==> src/rtl/gnn_0_example_load.sv <==
// gnn_0_example_load: load engine, DRAM -> on-chip buffer.
// Decodes one load instruction, asks the AXI read master for N lines, and
// writes the returned stream beats into the buffer, one line per beat,
// starting at the instruction's buffer address.
//
// Ports
//   aclk, areset                 clock, asynchronous active-high reset
//   ap_start / ap_done           start pulse in, one-cycle completion pulse out
//   ctrl_addr_offset             DRAM base address
//   ctrl_instruction             [95:80] N, [79:48] DRAM offset, [47:32] buffer start
//   rd_ctrl_*                    read-master request (start pulse, address, size, done)
//   s_axis_*                     read data stream from the read master
//   load_write_buffer_*          buffer write port (valid/ready, line address, data)
module gnn_0_example_load #(
    parameter int unsigned LOAD_INST_LENGTH   = 96,
    parameter int unsigned C_M_AXI_ADDR_WIDTH = 64,
    parameter int unsigned C_M_AXI_DATA_WIDTH = 512,
    parameter int unsigned C_XFER_SIZE_WIDTH  = 32,
    parameter int unsigned C_BUF_ADDR_WIDTH   = 11,
    parameter int unsigned C_FIFO_DEPTH       = 4
) (
    input  logic                          aclk,
    input  logic                          areset,
    input  logic                          ap_start,
    output logic                          ap_done,
    input  logic [C_M_AXI_ADDR_WIDTH-1:0] ctrl_addr_offset,
    input  logic [LOAD_INST_LENGTH-1:0]   ctrl_instruction,
    output logic                          rd_ctrl_start,
    output logic [C_M_AXI_ADDR_WIDTH-1:0] rd_ctrl_addr_offset,
    output logic [C_XFER_SIZE_WIDTH-1:0]  rd_ctrl_xfer_size_in_bytes,
    input  logic                          rd_ctrl_done,
    input  logic                          s_axis_tvalid,
    output logic                          s_axis_tready,
    input  logic [C_M_AXI_DATA_WIDTH-1:0] s_axis_tdata,
    output logic                          load_write_buffer_valid,
    output logic [C_BUF_ADDR_WIDTH-1:0]   load_write_buffer_addr,
    output logic [C_M_AXI_DATA_WIDTH-1:0] load_write_buffer_data,
    input  logic                          load_write_buffer_ready
);

    localparam int unsigned PTR_W          = $clog2(C_FIFO_DEPTH);
    localparam int unsigned CNT_W          = $clog2(C_FIFO_DEPTH) + 1;
    localparam int unsigned BYTES_PER_BEAT = C_M_AXI_DATA_WIDTH / 8;

    typedef enum logic [2:0] {IDLE, ISSUE, STREAM, FLUSH, DONE} state_t;

    state_t                          state_q;
    logic [15:0]                     n_q;
    logic [15:0]                     rx_cnt_q;
    logic [15:0]                     wr_cnt_q;
    logic                            rd_done_seen_q;
    logic [C_BUF_ADDR_WIDTH-1:0]     cur_addr_q;
    logic [C_M_AXI_DATA_WIDTH-1:0]   fifo_q [C_FIFO_DEPTH];
    logic [PTR_W-1:0]                head_q;
    logic [PTR_W-1:0]                tail_q;
    logic [CNT_W-1:0]                fifo_cnt_q;
    logic                            ap_done_q;
    logic                            rd_ctrl_start_q;
    logic [C_M_AXI_ADDR_WIDTH-1:0]   rd_addr_q;
    logic [C_XFER_SIZE_WIDTH-1:0]    rd_size_q;

    logic fifo_full;
    logic fifo_empty;
    logic tready;
    logic push;
    logic pop;

    // Reserved instruction bits and unused high bits of the buffer field.
    logic unused_inst_bits;
    assign unused_inst_bits = ^{ctrl_instruction[31:0],
                                ctrl_instruction[47:32+C_BUF_ADDR_WIDTH]};

    always_comb begin
        fifo_full  = (fifo_cnt_q == CNT_W'(C_FIFO_DEPTH));
        fifo_empty = (fifo_cnt_q == '0);
        tready     = 1'b0;
        if (state_q == STREAM) begin
            tready = !fifo_full && (rx_cnt_q < n_q);
        end else if (state_q == FLUSH) begin
            // Surplus beats from the read master are drained and dropped.
            tready = 1'b1;
        end
        push = (state_q == STREAM) && s_axis_tvalid && tready;
        pop  = !fifo_empty && load_write_buffer_ready;
    end

    always_ff @(posedge aclk or posedge areset) begin
        if (areset) begin
            state_q         <= IDLE;
            n_q             <= '0;
            rx_cnt_q        <= '0;
            wr_cnt_q        <= '0;
            rd_done_seen_q  <= 1'b0;
            cur_addr_q      <= '0;
            head_q          <= '0;
            tail_q          <= '0;
            fifo_cnt_q      <= '0;
            ap_done_q       <= 1'b0;
            rd_ctrl_start_q <= 1'b0;
            rd_addr_q       <= '0;
            rd_size_q       <= '0;
            for (int unsigned i = 0; i < C_FIFO_DEPTH; i++) begin
                fifo_q[i] <= '0;
            end
        end else begin
            ap_done_q       <= 1'b0;
            rd_ctrl_start_q <= 1'b0;

            if (push) begin
                fifo_q[tail_q] <= s_axis_tdata;
                tail_q         <= tail_q + PTR_W'(1);
                rx_cnt_q       <= rx_cnt_q + 16'd1;
            end
            if (pop) begin
                head_q     <= head_q + PTR_W'(1);
                cur_addr_q <= cur_addr_q + C_BUF_ADDR_WIDTH'(1);
                wr_cnt_q   <= wr_cnt_q + 16'd1;
            end
            case ({push, pop})
                2'b10:   fifo_cnt_q <= fifo_cnt_q + CNT_W'(1);
                2'b01:   fifo_cnt_q <= fifo_cnt_q - CNT_W'(1);
                default: fifo_cnt_q <= fifo_cnt_q;
            endcase

            if (state_q != IDLE && rd_ctrl_done) begin
                rd_done_seen_q <= 1'b1;
            end

            case (state_q)
                IDLE: begin
                    if (ap_start) begin
                        n_q        <= ctrl_instruction[95:80];
                        cur_addr_q <= ctrl_instruction[32 +: C_BUF_ADDR_WIDTH];
                        rd_addr_q  <= ctrl_addr_offset
                                      + C_M_AXI_ADDR_WIDTH'(ctrl_instruction[79:48]);
                        rd_size_q  <= C_XFER_SIZE_WIDTH'(ctrl_instruction[95:80])
                                      * C_XFER_SIZE_WIDTH'(BYTES_PER_BEAT);
                        if (ctrl_instruction[95:80] == 16'd0) begin
                            state_q <= DONE;
                        end else begin
                            state_q         <= ISSUE;
                            rd_ctrl_start_q <= 1'b1;
                        end
                    end
                end
                ISSUE:  state_q <= STREAM;
                STREAM: if (rx_cnt_q == n_q) state_q <= FLUSH;
                FLUSH:  if (wr_cnt_q == n_q && rd_done_seen_q) state_q <= DONE;
                DONE: begin
                    // Clearing here overrides the sticky set above.
                    ap_done_q      <= 1'b1;
                    rx_cnt_q       <= '0;
                    wr_cnt_q       <= '0;
                    rd_done_seen_q <= 1'b0;
                    state_q        <= IDLE;
                end
                default: state_q <= IDLE;
            endcase
        end
    end

    assign ap_done                    = ap_done_q;
    assign rd_ctrl_start              = rd_ctrl_start_q;
    assign rd_ctrl_addr_offset        = rd_addr_q;
    assign rd_ctrl_xfer_size_in_bytes = rd_size_q;
    assign s_axis_tready              = tready;
    assign load_write_buffer_valid    = !fifo_empty;
    assign load_write_buffer_addr     = cur_addr_q;
    assign load_write_buffer_data     = fifo_q[head_q];

endmodule

==> config.mk <==
export PLATFORM = sky130hd
export DESIGN_NAME = gnn_0_example_load
export DESIGN_NICKNAME = d
export VERILOG_FILES = /design/src/rtl/gnn_0_example_load.sv
export SDC_FILE = /design/constraint.sdc
export NUM_CORES = 2
export LEC_CHECK = 0
export BUFFER_PORTS_ARGS = -buffer_cell sky130_fd_sc_hd__buf_2
export CAP_MARGIN = 20
export CORE_MARGIN = 5
export CORE_UTILIZATION = 35
export DETAILED_ROUTE_END_ITERATION = 10
export HOLD_SLACK_MARGIN = 0.12
export SYNTH_ARGS = -nofsm -noshare
export SYNTH_HDL_FRONTEND = slang
export SYNTH_SLANG_ARGS = --single-unit
==> constraint.sdc <==
create_clock -name aclk -period 211.7 [get_ports aclk]
set_clock_uncertainty 0.1 [all_clocks]
set_input_delay 52.925 -clock aclk [delete_from_list [all_inputs] [get_ports aclk]]
set_output_delay 52.925 -clock aclk [all_outputs]
set_load 0.02 [all_outputs]
; Yosys cells after proc, flatten, opt, wreduce, memory -nomap -nowiden
; Cells that the tools add are included.
[word_totals]
regBits = 2184
elab_cells = 88
[op_classes]
bitwise_logic = 2
order_cmp = 4
n_eq_ne = 12
reduce_logical = 19
muxes = 27
addsub = 8
[ops]
columns = cell, count
row1 = $bwmux 2048, 1
row2 = $mux 512, 3
row3 = $bmux 512 s2, 1
row4 = $demux 512 s2, 1
row5 = $add 64x32->64, 1
row6 = $mux 16, 4
row7 = $mux 11, 3
row8 = $add 16x1->16 const B, 2
row9 = $eq 16x16->1, 2
row10 = $logic_not 16->1, 1
row11 = $lt 16x16->1, 1
row12 = $mux 3, 4
row13 = $pmux 3 s4, 1
row14 = $add 11x1->11 const B, 1
row15 = $mux 1, 8
row16 = $reduce_bool 2->1, 4
row17 = $logic_and 1x1->1, 7
row18 = $eq 3x2->1 const B, 2
row19 = $eq 3x3->1 const B, 2
row20 = $ge 3x3->1 const B, 2
row21 = $logic_not 3->1, 2
row22 = $not 2->3, 2
row23 = $pmux 3 s2, 1
row24 = $add 2x1->2 const B, 2
row25 = 12 further kinds, 14

; Depth between registers and ports, before layout
[logic_depth]
depth_word = 7
ltp_mapped = 17

; Least setup slack after synthesis
; Ideal clock, no wire load.
[synth_path]
kind = input to register
startpoint = input ctrl_addr_offset[0]
endpoint = register rd_addr_q[40] (netlist: rd_ctrl_addr_offset[40])
setup_slack_ns = 156.057
t_arrival_ns = 55.410
cell_stages = 13
setup_ns = 0.133
t_required_ns = 211.467
cell_sequence = ha_1 > inv_1 > fa_1 > nand2b_1 > a21oi_1 > o21ai_0 > a2111o_1 > nand3_1 > a21boi_1 > clkbuf_1 > nor4_1 > xnor2_1 > o21ai_0
[synth_via]
elab_chain_len = 1
[synth_lines]
columns = element, line
row1 = "start, declared", 26  ; input logic [C_M_AXI_ADDR_WIDTH-1:0] ctrl_addr_offset,
row2 = $add 64x32->64, 135  ; + C_M_AXI_ADDR_WIDTH'(ctrl_instruction[79:48]);
row3 = "end signal, assigned", 134  ; rd_addr_q <= ctrl_addr_offset
row4 = "end, declared", 59  ; logic [C_M_AXI_ADDR_WIDTH-1:0] rd_addr_q;
; Every way passes these cells.
; A chain may end at the register's enable or synchronous reset.

; Worst setup path after layout
[layout_path]
startpoint = register head_q[1]
endpoint = output load_write_buffer_data[109]
[layout_via]
elab_chain_len = 4
[layout_lines]
columns = element, line
row1 = "start, declared", 54  ; logic [PTR_W-1:0] head_q;
row2 = "start signal, assigned", 115  ; head_q <= head_q + PTR_W'(1);
row3 = $not 2->3 (implied by the code), 169  ; assign load_write_buffer_data = fifo_q[head_q];
row4 = $bmux 512 s2, 169
row5 = $mux 512 (implied by the code) (2 in a row), 169
row6 = "end, declared", 37  ; output logic [C_M_AXI_DATA_WIDTH-1:0] load_write_buffer_data,
; Every way passes these cells. The select of a mux whose other input is x is not followed.

==> flow_summary_export.csv <==
group,metric,value,unit
outcome,status,"complete, no violations",
timing,hold_slack,0.376,ns
setup_path,cp_max_fo,41,
drt,drtIter0Drc,2900,
synth,synth_cell_type_count,65,
floorplan,row_count,193,
global_route,grt_max_degree,182,
drt,wl,272000,um
global_route,grtUsageMet3,6.20,%
setup_path,arrival,6.28,ns
setup_path,critical_path.most_common_cell,"buf_4",
cts,hold_buffers,0,
timing,slew_violations,0,
cts,cts_resized,0,
floorplan,num_io_pins,1301,
drt,vias,57100,
power_and_ir_drop,pwr-share-seq,39.0,%
min_path,hold_class,"flop to flop",
final_layout,nFillCells,25200,
synth,synth_async_sr_flop_share,100,%
setup_path,worstSetupPathType,"flop to output pin",
cts,htreeDepth,4,
timing,rsz0062_at_grt,"false",
cts,clk_pin_slew,0.06,ns
placement,place_congestion,0.865,
floorplan,core_area,276000,um^2
drt,postRouteAntennaNets,0,
global_route,grt_use_met2,30.8,%
setup_path,cp.required,158.68,ns
cts,clock_latency,0.85,ns
global_route,grt_overflow,0,
global_route,top_usage_layer,"met2",
drt,route.detailed.drc,0,
power_and_ir_drop,clockPowerShare,27.6,%
placement,portBuffers,1247,
floorplan,initial_core_util,35.0,%
setup_path,endpoint_kind,"output pin",
power_and_ir_drop,power.density,13.5,nW/um^2
final_layout,nNetsFinal,7859,
synth,synth_seq_cells,2184,
timing,finalSetupViolCount,0,
placement,place_inst,10600,
cts,cts_buffers,237,
cts,root_buffer,"clkbuf_16",
floorplan,fp.dieArea,287000,um^2
floorplan,die_x,535,um
final_layout,drive_gt1_share,57.0,%
drt,vias_per_cell,5.15,
setup_path,critPathLaunchType,"flop",
power_and_ir_drop,power_frac_comb,33.4,%
setup_path,path_cells,"buf_4 -> buf_4 -> buf_4 -> buf_4 -> buf_4 -> mux4_2 -> buf_2",
timing,hold_viol,0,
global_route,grt_pass1_vias,61400,
power_and_ir_drop,p_leak,55.5,nW
power_and_ir_drop,p_sw_share,33.2,%
drt,firstDrtPassIters,5,
global_route,grt_pass1_wl,409000,um
global_route,met1_usage,22.7,%
synth,synth-edff-count,0,
run,max-cap-violations,0,
cts,cts_setup_buffers,0,
synth,syn_area_per_cell,16.3,um^2
final_layout,layout-area-overhead-vs-synth,18.4,%
timing,post-route-min-period,59.30,ns
drt,wl_per_cell,24.5,um
timing,slew_headroom,23.3,%
setup_path,slowest_stage,"buf_4",
synth,ys.flop_type,"dfrtp_1",
placement,dpl.hpwl,188000,um
final_layout,stdcell_count,11100,
timing,final.setup.tns,0,ns
power_and_ir_drop,switchingPower,0.513,mW
timing,tightest_slew,1.15,ns
power_and_ir_drop,cellInternalPower,1.03,mW
timing,post-route-period-util,28.0,%
floorplan,die_height,535,um
synth,yosysWarningCount,0,
timing,max_freq,0.0169,GHz
cts,clock-sinks,2184,
setup_path,cp.buffers_inverters,6,
synth,yosysSeqAreaShare,56.5,%
synth,syn_inst,5935,
setup_path,critPathMaxStageDelay,0.79,ns
synth,syn_area,96600,um^2
global_route,antenna_found_initial,201,
global_route,grt_usage,18.5,%
power_and_ir_drop,ir_drop,10.9,uV
setup_path,crit_family,"buffers and inverters",
cts,tritoncts,"yes",
cts,clockBufferDepth,4,
[per-stage QoR]
step	instance area (um^2)	power, mW	setup WS (ns)	utilization (%)
2_1_floorplan	96700	0.965	96.97	-
3_3_place_gp	106000	1.12	151.31	38.5
3_5_place_dp	106000	1.13	150.97	38.5
4_1_cts	114000	1.57	151.92	41.4
5_1_grt	114000	1.63	151.21	41.5
6_report	114000	1.55	152.40	41.5
[area by class of cell]
cell class	instances	area, um^2	share of cell area, %
tap	3705	4640	4.05
timing repair buffer	1335	7110	6.21
sequential	2184	54700	47.8
clock buffer	352	7040	6.15
clock inverter	82	1070	0.939
multi-input combinational	3323	39600	34.6
antenna	78	195	0.171
inverter	42	165	0.144
[cells in the mapped netlist (all sizes together), types with 36 or more instances]
cell type	number	area, um^2
a21oi	53	265
buf	309	1980
clkbuf	92	347
dfrtp	2184	54700
ha	56	701
inv	42	158
mux2	2066	23300
mux4	512	11500
nand2	129	484
nand3	36	180
nor2	64	240
o21ai	82	410
xnor2	46	403
xor2	63	552
[registers in the layout, indices dropped and copies added, names as in the netlist, 2 cells and up]
signal,count
fifo_q,2048
rd_ctrl_addr_offset,64
rd_ctrl_xfer_size_in_bytes,16
rx_cnt_q,16
wr_cnt_q,16
load_write_buffer_addr,11
fifo_cnt_q,3
state_q,3
head_q,2
tail_q,2
[cells by family after synthesis]
family | synth area share, %
DFF | 56.5
other | 0.00388
adders and majority gates | 0.766
muxes | 36.1
AOI/OAI and AO/OA | 1.33
and+or+nand+nor | 1.74
buffers and inverters | 2.57
xor gates and xnor gates | 0.988
[power groups by stage]
stage | logic, mW | clock network (mW) | registers (mW)
6_report | 0.516 | 0.427 | 0.602
5_1_grt | 0.554 | 0.456 | 0.617
4_1_cts | 0.526 | 0.440 | 0.603
3_5_place_dp | 0.525 | 0 | 0.610
3_3_place_gp | 0.516 | 0 | 0.600
2_1_floorplan | 0.361 | 0 | 0.603
[routing by layer]
metal	share of wire, %	routed length [um]
met1	39	107000
met2	48	131000
met3	8.1	22100
met4	4.3	11600
met5	0.27	729
[worst register-to-register path, cell delays in order, from the launching register on]
cell and delay [ns]:
dfrtp_1 0.56, inv_1 0.08, ha_1 0.32, nor2b_1 0.13, o21a_1 0.16, o21a_1 0.16, o21ai_1 0.13, a21oi_1 0.08
o31a_1 0.40, nor3_1 0.29, buf_4 0.24, and2_4 0.64, buf_4 0.82, buf_4 0.95, buf_4 0.90, buf_4 0.72
buf_4 0.85, mux2_2 0.48
[path summary, 6_finish.rpt]
path	startpoint	endpoint	slack, ns	depth (start not counted)
setup / recovery	head_q[1]	load_write_buffer_data[109]	152.40	7
hold / removal	rd_ctrl_addr_offset[6]	rd_ctrl_addr_offset[6]	0.38	2
setup reg to reg	rd_ctrl_xfer_size_in_bytes[7]	fifo_q[654]	203.61	17
hold reg to reg	rd_ctrl_addr_offset[6]	rd_ctrl_addr_offset[6]	0.38	2
max in group asynchronous	areset	fifo_q[1512]	152.41	11
min in group asynchronous	areset	fifo_q[234]	52.10	2
[layout by cell type, fill, tap and decap left out, types with 5 or more instances in the layout]
cell type   instances
or3_1               9
inv_1              41
xnor2_1            46
mux2_1            143
and3_1             13
mux4_2            512
a21o_1             26
dfrtp_1          2182
clkbuf_16         238
nand2b_1            5
a31oi_1             6
o21ai_1            10
xor2_1             63
diode_2            78
ha_1               56
a21oi_1            53
o21a_1              5
nor4_1             14
nand3_1            36
mux2i_1             5
nor2b_1             5
buf_2            1247
buf_12             10
nand4_1            30
buf_4              74
conb_1             16
nor3_1             24
bufinv_16          20
clkinvlp_4          7
clkbuf_8           66
nand2_1           128
clkbuf_1           48
o21ai_0            72
clkinv_2           42
mux2_2           1923
nor2_1             64
inv_6               5
Note: power is estimated with default switching activity, not from simulation.
